[src/rtl/mux_arb_2x1_pkg.sv]
// Shared definitions for the two-lane stream merger.
// Holds the default data width, the lane identifiers used on selOut and in the
// arbiter's last-grant register, and the reset value of that register.
package mux_arb_2x1_pkg;

  localparam int unsigned DATA_WIDTH_DEFAULT = 8;

  localparam logic LANE0 = 1'b0;
  localparam logic LANE1 = 1'b1;

  // Last-grant starts at lane 1 so lane 0 wins the first contention.
  localparam logic LAST_RESET = LANE1;

endpackage : mux_arb_2x1_pkg

[src/rtl/sync_fifo.sv]
// Synchronous first-word-fall-through FIFO, one per input lane.
// Ports:
//   clk      rising-edge clock
//   reset    synchronous, active-low reset (empties the FIFO)
//   wr_en    write strobe; ignored while full
//   wr_data  data to write
//   rd_en    pop strobe; ignored while empty
//   rd_data  head entry, valid whenever empty==0
//   empty    no entries held
//   full     Depth entries held (from registered count only)
module sync_fifo #(
  parameter int unsigned DataWidth = 8,
  parameter int unsigned Depth     = 4
) (
  input  logic                 clk,
  input  logic                 reset,
  input  logic                 wr_en,
  input  logic [DataWidth-1:0] wr_data,
  input  logic                 rd_en,
  output logic [DataWidth-1:0] rd_data,
  output logic                 empty,
  output logic                 full
);

  localparam int unsigned PtrW = $clog2(Depth);
  localparam logic [PtrW:0] DepthCnt = (PtrW + 1)'(Depth);

  logic [DataWidth-1:0] mem_q [Depth];
  logic [PtrW-1:0]      wr_ptr_q, rd_ptr_q;
  logic [PtrW:0]        count_q;
  logic                 push, pop;

  assign full    = (count_q == DepthCnt);
  assign empty   = (count_q == '0);
  assign rd_data = mem_q[rd_ptr_q];

  // Full is judged on the registered count, so a same-cycle pop does not
  // make room for a write in that cycle.
  assign push = wr_en && !full;
  assign pop  = rd_en && !empty;

  always_ff @(posedge clk) begin
    if (!reset) begin
      wr_ptr_q <= '0;
      rd_ptr_q <= '0;
      count_q  <= '0;
    end else begin
      if (push) begin
        wr_ptr_q <= wr_ptr_q + 1'b1;
      end
      if (pop) begin
        rd_ptr_q <= rd_ptr_q + 1'b1;
      end
      unique case ({push, pop})
        2'b10:   count_q <= count_q + 1'b1;
        2'b01:   count_q <= count_q - 1'b1;
        default: count_q <= count_q;
      endcase
    end
  end

  // Storage needs no reset; entries are only read once written.
  always_ff @(posedge clk) begin
    if (push) begin
      mem_q[wr_ptr_q] <= wr_data;
    end
  end

endmodule : sync_fifo

[src/rtl/mux_arb_2x1.sv]
// Two-lane to one-lane stream merger.
// Each lane feeds its own FIFO; a round-robin arbiter drains the FIFOs into a
// registered output stage with valid/ready backpressure, tagging every byte
// with its source lane.
// Ports:
//   clk, reset           clock; synchronous active-low reset
//   dataIn0/validIn0     lane 0 data and write strobe
//   dataIn1/validIn1     lane 1 data and write strobe
//   full0/full1          lane FIFO holds FIFO_DEPTH entries
//   outReady             downstream accepts dataOut this cycle
//   dataOut/selOut       registered merged data and its source lane
//   validOut             registered output-valid
module mux_arb_2x1
  import mux_arb_2x1_pkg::*;
#(
  parameter int unsigned DATA_WIDTH = DATA_WIDTH_DEFAULT,
  parameter int unsigned FIFO_DEPTH = 4
) (
  input  logic                  clk,
  input  logic                  reset,
  input  logic [DATA_WIDTH-1:0] dataIn0,
  input  logic                  validIn0,
  input  logic [DATA_WIDTH-1:0] dataIn1,
  input  logic                  validIn1,
  output logic                  full0,
  output logic                  full1,
  input  logic                  outReady,
  output logic [DATA_WIDTH-1:0] dataOut,
  output logic                  validOut,
  output logic                  selOut
);

  logic [DATA_WIDTH-1:0] rd_data0, rd_data1;
  logic                  empty0, empty1;
  logic                  pop0, pop1;

  logic [DATA_WIDTH-1:0] data_q, data_d;
  logic                  valid_q, valid_d;
  logic                  sel_q, sel_d;
  logic                  last_q, last_d;

  logic                  load;
  logic                  grant;

  sync_fifo #(
    .DataWidth(DATA_WIDTH),
    .Depth    (FIFO_DEPTH)
  ) u_fifo0 (
    .clk    (clk),
    .reset  (reset),
    .wr_en  (validIn0),
    .wr_data(dataIn0),
    .rd_en  (pop0),
    .rd_data(rd_data0),
    .empty  (empty0),
    .full   (full0)
  );

  sync_fifo #(
    .DataWidth(DATA_WIDTH),
    .Depth    (FIFO_DEPTH)
  ) u_fifo1 (
    .clk    (clk),
    .reset  (reset),
    .wr_en  (validIn1),
    .wr_data(dataIn1),
    .rd_en  (pop1),
    .rd_data(rd_data1),
    .empty  (empty1),
    .full   (full1)
  );

  always_comb begin
    grant  = LANE0;
    load   = 1'b0;
    pop0   = 1'b0;
    pop1   = 1'b0;
    data_d = data_q;
    sel_d  = sel_q;
    valid_d = valid_q;
    last_d = last_q;

    // Alternate only under contention; a lone non-empty lane always wins.
    if (!empty0 && !empty1) begin
      grant = !last_q;
    end else if (!empty1) begin
      grant = LANE1;
    end

    load = (!valid_q || outReady) && (!empty0 || !empty1);

    if (load) begin
      pop0    = (grant == LANE0);
      pop1    = (grant == LANE1);
      data_d  = (grant == LANE1) ? rd_data1 : rd_data0;
      sel_d   = grant;
      valid_d = 1'b1;
      last_d  = grant;
    end else if (valid_q && outReady) begin
      // Drained with nothing queued: drop valid, keep data/sel as they were.
      valid_d = 1'b0;
    end
  end

  always_ff @(posedge clk) begin
    if (!reset) begin
      data_q  <= '0;
      valid_q <= 1'b0;
      sel_q   <= LANE0;
      last_q  <= LAST_RESET;
    end else begin
      data_q  <= data_d;
      valid_q <= valid_d;
      sel_q   <= sel_d;
      last_q  <= last_d;
    end
  end

  assign dataOut  = data_q;
  assign validOut = valid_q;
  assign selOut   = sel_q;

endmodule : mux_arb_2x1

[config.mk]
export PLATFORM = sky130hd
export DESIGN_NAME = mux_arb_2x1
export DESIGN_NICKNAME = d
export VERILOG_FILES = /design/src/rtl/mux_arb_2x1_pkg.sv /design/src/rtl/sync_fifo.sv /design/src/rtl/mux_arb_2x1.sv
export SDC_FILE = /design/constraint.sdc
export NUM_CORES = 1
export LEC_CHECK = 0
export BUFFER_PORTS_ARGS = -buffer_cell sky130_fd_sc_hd__clkbuf_2
export CAP_MARGIN = 20
export CORE_MARGIN = 1
export CORE_UTILIZATION = 55
export CTS_CLUSTER_DIAMETER = 120
export DETAILED_ROUTE_END_ITERATION = 6
export HOLD_SLACK_MARGIN = 0.12
export PLACE_DENSITY = 0.74
export SLEW_MARGIN = 20
export SYNTH_ARGS = -nofsm -noshare
export SYNTH_HDL_FRONTEND = slang
export SYNTH_HIERARCHICAL = 1
export SYNTH_SLANG_ARGS = --single-unit
[constraint.sdc]
create_clock -name clk -period 3.71 [get_ports clk]
set_clock_uncertainty 0.05 [all_clocks]
set_input_delay 0.5565 -clock clk [delete_from_list [all_inputs] [get_ports clk]]
set_output_delay 0.5565 -clock clk [all_outputs]
set_load 0.01 [all_outputs]
Word-level counts from Yosys, hierarchy flattened
Memories as Yosys holds them, arrays and structs flattened. A register that Yosys moved wholly into a read port is not among the register bits.
Cells that the tools add are included.
{"block": "totals", "register_bits": 25, "latch_bits": 0, "ram_bits": 64, "rom_bits": 0, "inputBits": 21, "out_inout_bits": 12, "word_cells": 64, "n_memories": 2}
{"block": "op_classes", "add_sub_neg": 8, "n_mul": 0, "div": 0, "magnitude_cmp": 0, "n_eq_ne": 6, "shifts": 0, "muxes": 17, "n_bitwise": 1, "n_reduce_logical": 20}
{"memory": "u_fifo0.mem_q", "words": 4, "word_bits": 8, "read_ports": 1, "rd_ports_with_merged_regs": 1, "wr": 1, "line": "sync_fifo.sv:28", "rtl": "logic [DataWidth-1:0] mem_q [Depth];"}
{"memory": "u_fifo1.mem_q", "words": 4, "word_bits": 8, "read_ports": 1, "rd_ports_with_merged_regs": 1, "wr": 1, "line": "sync_fifo.sv:28"}
{"cell": "case mux 3 bit (2 select lines)", "count": 2}
{"cell": "2-to-1 mux 1 bit", "count": 10}
{"cell": "adder 2 x 1 -> 2 bit (second input constant)", "count": 4}
{"cell": "2-to-1 mux 2 bit", "count": 4}
{"cell": "2-to-1 mux 8 bit", "count": 1}
{"cell": "logical AND 1 bit", "count": 7}
{"cell": "adder 3 x 1 -> 3 bit (second input constant)", "count": 2}
{"cell": "equality test 3 bit (second input constant)", "count": 2}
{"cell": "logical NOT 1 bit", "count": 6}
{"cell": "logical NOT 3 bit", "count": 2}
{"cell": "nonzero test 2 bit", "count": 3}
{"cell": "subtractor 3 x 1 -> 3 bit (second input constant)", "count": 2}
{"cell": "equality test 2 x 1 -> 1 bit (second input constant)", "count": 2}
{"cell": "equality test 2 bit (second input constant)", "count": 2}
{"cell": "logical OR 1 bit", "count": 2}
{"cell": "inverter 1 bit", "count": 1}

Longest topological paths before layout
{"block": "logic_depth", "ltp_word": 9, "depth_mapped": 11, "depth_no_buf": 10}

Modules after synthesis
The synthesis kept the hierarchy.
{"mod": "sync_fifo", "instances": 2, "cells_each": 96, "area_per_inst_um2": 1644.1, "seq_area_each_um2": 1141.1}
{"mod": "mux_arb_2x1", "instances": 1, "cells_each": 61, "area_per_inst_um2": 670.6, "seq_area_each_um2": 220.2}

Worst setup path after synthesis
No wires, ideal clock.
{"block": "synth_path", "path_type": "register to register", "startpoint": "register u_fifo0.count_q[1]", "endpoint": "register u_fifo1.count_q[2]", "setup_ns": 0.070, "arrival_time_ns": 2.465, "t_required_ns": 3.590, "setup_slack_ns": 1.125, "path_stages_with_launch": 12, "path_buffers": 1, "period_less_slack_ns": 2.585, "cell_sequence": "dfxtp_1 -> nor3_2 -> nor2b_4 -> buf_6 -> nor3_2 -> nor2b_1 -> ha_1 -> inv_1 -> fa_1 -> xor2_1 -> or3_1 -> a21boi_1"}
{"block": "synth_via", "elab_chain_len": 8, "word_cells_on_any_way": 12, "cone_classes": "eq/ne: 2; mux: 3; reduce/logical: 7"}
{"element": "from (decl)", "line": "sync_fifo.sv:30", "rtl": "logic [PtrW:0] count_q;"}
{"element": "from (signal assigned)", "line": "sync_fifo.sv:55", "rtl": "2'b10: count_q <= count_q + 1'b1;"}
{"element": "from (signal assigned)", "line": "sync_fifo.sv:56", "rtl": "2'b01: count_q <= count_q - 1'b1;"}
{"element": "from (signal assigned)", "line": "sync_fifo.sv:57", "rtl": "default: count_q <= count_q;"}
{"element": "logical NOT 3 bit (*)", "line": "sync_fifo.sv:34", "rtl": "assign empty = (count_q == '0);"}
{"element": "via empty0", "line": "mux_arb_2x1.sv:34", "rtl": "logic empty0, empty1;"}
{"element": "logical NOT 1 bit (*)", "line": "mux_arb_2x1.sv:84, mux_arb_2x1.sv:90"}
{"element": "logical AND 1 bit or logical OR 1 bit (tied branches)", "line": "mux_arb_2x1.sv:84, mux_arb_2x1.sv:90"}
{"element": "2-to-1 mux 1 bit or logical AND 1 bit (tied branches)", "line": "mux_arb_2x1.sv:84, mux_arb_2x1.sv:90"}
{"element": "2-to-1 mux 1 bit (*)", "line": "mux_arb_2x1.sv:92", "rtl": "if (load) begin"}
{"element": "via pop1", "line": "mux_arb_2x1.sv:35", "rtl": "logic pop0, pop1;"}
{"element": "logical AND 1 bit (*)", "line": "sync_fifo.sv:40", "rtl": "assign pop = rd_en && !empty;"}
{"element": "via u_fifo1.pop", "line": "sync_fifo.sv:31", "rtl": "logic push, pop;"}
{"element": "equality test 2 x 1 -> 1 bit or equality test 2 bit (tied branches)", "line": "sync_fifo.sv:54", "rtl": "unique case ({push, pop})"}
{"element": "case mux 3 bit (2 select lines) or nonzero test 2 bit (tied branches)"}
{"element": "to (signal assigned)", "line": "sync_fifo.sv:55"}
{"element": "to (signal assigned)", "line": "sync_fifo.sv:56"}
{"element": "to (signal assigned)", "line": "sync_fifo.sv:57"}
{"element": "to (decl)", "line": "sync_fifo.sv:30"}
Mark *: on every way through the listed nets, which the timed path passes. The rest lies on a longest branch.
A chain may end at the register's enable or synchronous reset.

Final worst setup path
Same ends and word-level chain as after synthesis.

==> metrics.md <==
| Metric | Value |
|---|---|
| Clock sink count | 93 |
| Worst-Skew Late Latency | 0.34 ns |
| Die Height | between 80 and 90 um |
| Cts repair resizes | 0 |
| Post-Syn Area per Cell | 15.65 sq um |
| NumNets Final | 317 |
| Reg2reg start | u_fifo0/count_q[1]$_SDFFE_PN0P_ |
| RSZ-0062 raised after global routing | false |
| Switching share of total power | between 30% and 40% |
| Worst min path class | in2reg |
| Worst Setup SP | u_fifo0/count_q[1]$_SDFFE_PN0P_ |
| Crit-path max FO | 9 |
| Final setup violation count | 0 |
| Mux share of post-synthesis cell area | about a tenth |
| Number of synthesized flops with an enable pin | 64 |
| Post-synthesis simple-gate area fraction | 11.88% |
| Combinational share of power | 31.6% |
| Layout cells sized above 1 | ~27% |
| Share of synthesized cell area in full adder, half adder and majority cells | under 10% |
| R2R setup slack | 0.90 ns |
| Remaining DRCs | 0 |
| Die Width | 86.84 um |
| Initial core utilization | 57.63% |
| Status | completed |
| Placed Instances | 369 |
| #FFs+latches synth | 93 |
| RePlAce Congestion | 0.7363 |
| Number of global-route vias before repair | 2200 |
| R2r worst-path depth | 10 |
| Hold buffer count at cts | 0 |
| CTS Buf Count | 9 |
| Slew HR | 50.47% |
| Total congestion overflow | 0 |
| Crit share post-route | 75.69% |
| Fin. max-slew vios | 0 |
| FF-to-FF End | u_fifo1/count_q[2]$_SDFFE_PN0P_ |
| Root buf cell | clkbuf_8 |
| Worst Tran Pin Value | around 0.74 ns |
| Clock-pin transition on the worst setup and hold timing paths | approximately 0.09 ns |
| Maximum vdd drop | approximately 0.34 mV |
| Post-synth ARST share | 0% |
| Post-synthesis compound-gate area fraction | 6.226% |
| Post-Syn Area | 3959 sq um |
| Row count | 30 |
| Core Footprint | slightly below 7000 sq um |
| Worst hold path startpoint | dataIn1[2] |
| Ant diodes | 0 |
| DRT iter0 DRCs | 111 |
| Vias/cell | 5.571 |
| Synth Warn # | 6 |
| Clk buf depth | 2 |
| WP data required | 3.94 ns |
| Post-route insts no fill | 385 |
| Finished Core Util | 63.50% |
| CP Launch Type | register |
| Final Hold Fails | 0 |
| Sequential-to-total area share from yosys stat | 63.21% |
| # H-tree levels | 3 |
| First-pass iteration count of the detailed router | 4 |
| Layout filler cell count | 526 |
| Max Fclk | 356.1 MHz |
| Min setup slack post-route | 0.9018 ns |
| Postcts setup bufs | 0 |
| Initial antenna violation count | 0 |
| Worst Setup End Kind | register |
| Cell internal pwr | 0.002060 W |
| Reg power frac | 46.4% |
| Final HPWL DP | 4505 um |
| Routed Antenna Nets | 0 |
| Overall routed net length | 6554 um |
| WL per Instance | 17.02 um |
| Setup Slack @ Placement | 0.9384 ns |
| Largest family of logic cells by synthesized area | simple AND/OR/NAND/NOR gates |
| Setup CP Type | reg2reg |
| Area Overhead vs Synth | 10.18% |
| Library cells used by synthesis | 34 |
| Critical Path AT | 3.04 ns |
| Global-route wire length before repair | ~11000 um |
| Leak pwr | 1.483 nW |
| Clk pwr share | a little over a fifth |
| Total die area | 7541 sq um |
| Post-layout min period | 2.808 ns |
| Maxcap violations | 0 |
| Post-Route Setup TNS | 0 ns |
| Total Routing Usage GR | 19.57% |
| Vias | 2145 |
| Clock tree from TritonCTS | yes |
| Largest net degree at the start of global routing | 32 |
| Count of input and output buffers | 32 |
| Top-Level Pins | 33 |
| Worst hold endpoint | u_fifo1/mem_q[3][2]$_DFFE_PP_ |
| Switching pwr | 0.0009675 W |
| Hold Path Stages | 1 |
| Net count after synthesis | 286 |
| Pwr/cell area | 694.2 nW/um^2 |
| Synth Area in XOR/XNOR | 0.8850% |
| Mapped Cells | ~250 |
| Top_reg_cell synth | edfxtp_1 |
## cells in the mapped netlist (3+ instances only)
library cell | n | area [sq um]
o31a_1 | 8 | 70.07
clkbuf_1 | 4 | 15.01
mux2i_1 | 4 | 40.04
mux4_2 | 16 | 360.4
inv_1 | 10 | 37.54
buf_6 | 3 | 33.78
nor4b_1 | 12 | 105.1
nor2b_1 | 4 | 25.02
nand2_1 | 15 | 56.30
buf_2 | 5 | 25.02
o21a_1 | 3 | 22.52
ha_1 | 10 | 125.1
nor4b_2 | 4 | 60.06
a21boi_0 | 8 | 60.06
nor3_2 | 3 | 30.03
dfxtp_1 | 29 | 580.6
edfxtp_1 | 64 | 1922
and2_1 | 12 | 75.07
a21boi_1 | 4 | 30.03
or3_1 | 4 | 25.02
o21ai_0 | 11 | 55.05
## sequential cells by signal, indices dropped and copies added (netlist names), named ones only
signal            flops
selOut                1
u_fifo0/count_q       3
u_fifo0/wr_ptr_q      2
u_fifo1/count_q       3
last_q                1
u_fifo1/wr_ptr_q      2
u_fifo1/rd_ptr_q      2
u_fifo0/mem_q        32
u_fifo1/mem_q        32
u_fifo0/rd_ptr_q      2
dataOut               8
validOut              1
## metrics by stage
stage | hold WS [ns] | total power (W) | instance area [sq um]
2_1_floorplan | 0.4060 | 0.002171 | 3959
3_3_place_gp | 0.4199 | 0.002365 | 4160
3_5_place_dp | 0.4298 | 0.002393 | 4160
4_1_cts | 0.3556 | 0.003065 | 4362
5_1_grt | 0.3681 | 0.003211 | 4362
6_report | 0.3707 | 0.003028 | 4362
## logic make-up (layout without fill, tap and decap cells)
family / count (synthesis) / after routing
DFF: 93 / 93
and+or+nand+nor: 63 / 63
AOI/OAI and AO/OA: 35 / 35
buffers and inverters: 26 / 62
muxes: 20 / 20
adders and majority gates: 12 / 12
xor gates and xnor gates: 4 / 4
## area by class of cell
type	instances	area (sq um)	share of cell area [%]
inverter	12	45.04	1.033
tap	96	120.1	2.754
clock buffer	11	141.4	3.242
timing repair buffer	34	175.2	4.016
multi-input combinational	134	1318	30.21
sequential	93	2502	57.37
clock inverter	5	60.06	1.377
## layout by cell type, fill, tap and decap left out, types with 8 or more instances in the layout
master	instances
clkbuf_8	10
nand2_1	15
edfxtp_1	64
nor4b_1	12
o21ai_0	11
clkbuf_2	32
inv_1	10
a21boi_0	8
ha_1	10
dfxtp_1	29
and2_1	12
o31a_1	8
mux4_2	16
## metal layers
metal / share of wire (%) / vias to the layer above / global-route usage, %
li1: - / 1021 / -
met1: 47 / 1075 / 26.51
met2: 48 / 39 / 30.64
met3: 2.9 / 10 / 3.619
met4: 2.2 / 0 / 9.545
met5: 0 / - / 0
## how the worst max path moves through the flow
| stage | end | slack [ns] | cells past startpoint |
|---|---|---|---|
| after global placement | u_fifo0/count_q[2]$_SDFFE_PN0P_ | 1.06 | 10 |
| final | u_fifo1/count_q[2]$_SDFFE_PN0P_ | 0.90 | 10 |
| after global routing | u_fifo1/count_q[2]$_SDFFE_PN0P_ | 0.68 | 10 |
| after detailed placement | u_fifo1/count_q[2]$_SDFFE_PN0P_ | 0.94 | 10 |
| after floorplan | u_fifo1/count_q[2]$_SDFFE_PN0P_ | 1.12 | 11 |
| after CTS | u_fifo1/count_q[2]$_SDFFE_PN0P_ | 0.90 | 10 |
## critical path, stage by stage (launching register included)
cell	delay, ns
dfxtp_1	0.35
nor3_2	0.44
nor2b_4	0.14
nor3_2	0.23
nor2b_1	0.27
ha_1	0.22
inv_1	0.06
fa_1	0.37
xor2_1	0.16
or3_1	0.31
a21boi_1	0.13
## power by group through the flow
| stage | logic, W | registers (W) | clock network, W |
|---|---|---|---|
| after floorplan | 0.000796 | 0.00137 | 0 |
| after global placement | 0.000936 | 0.00143 | 0 |
| after detailed placement | 0.000956 | 0.00144 | 0 |
| after CTS | 0.000966 | 0.00141 | 0.000685 |
| after global routing | 0.00106 | 0.00143 | 0.000720 |
| final | 0.000957 | 0.00141 | 0.000664 |
Power figures use the tool's default switching activity.
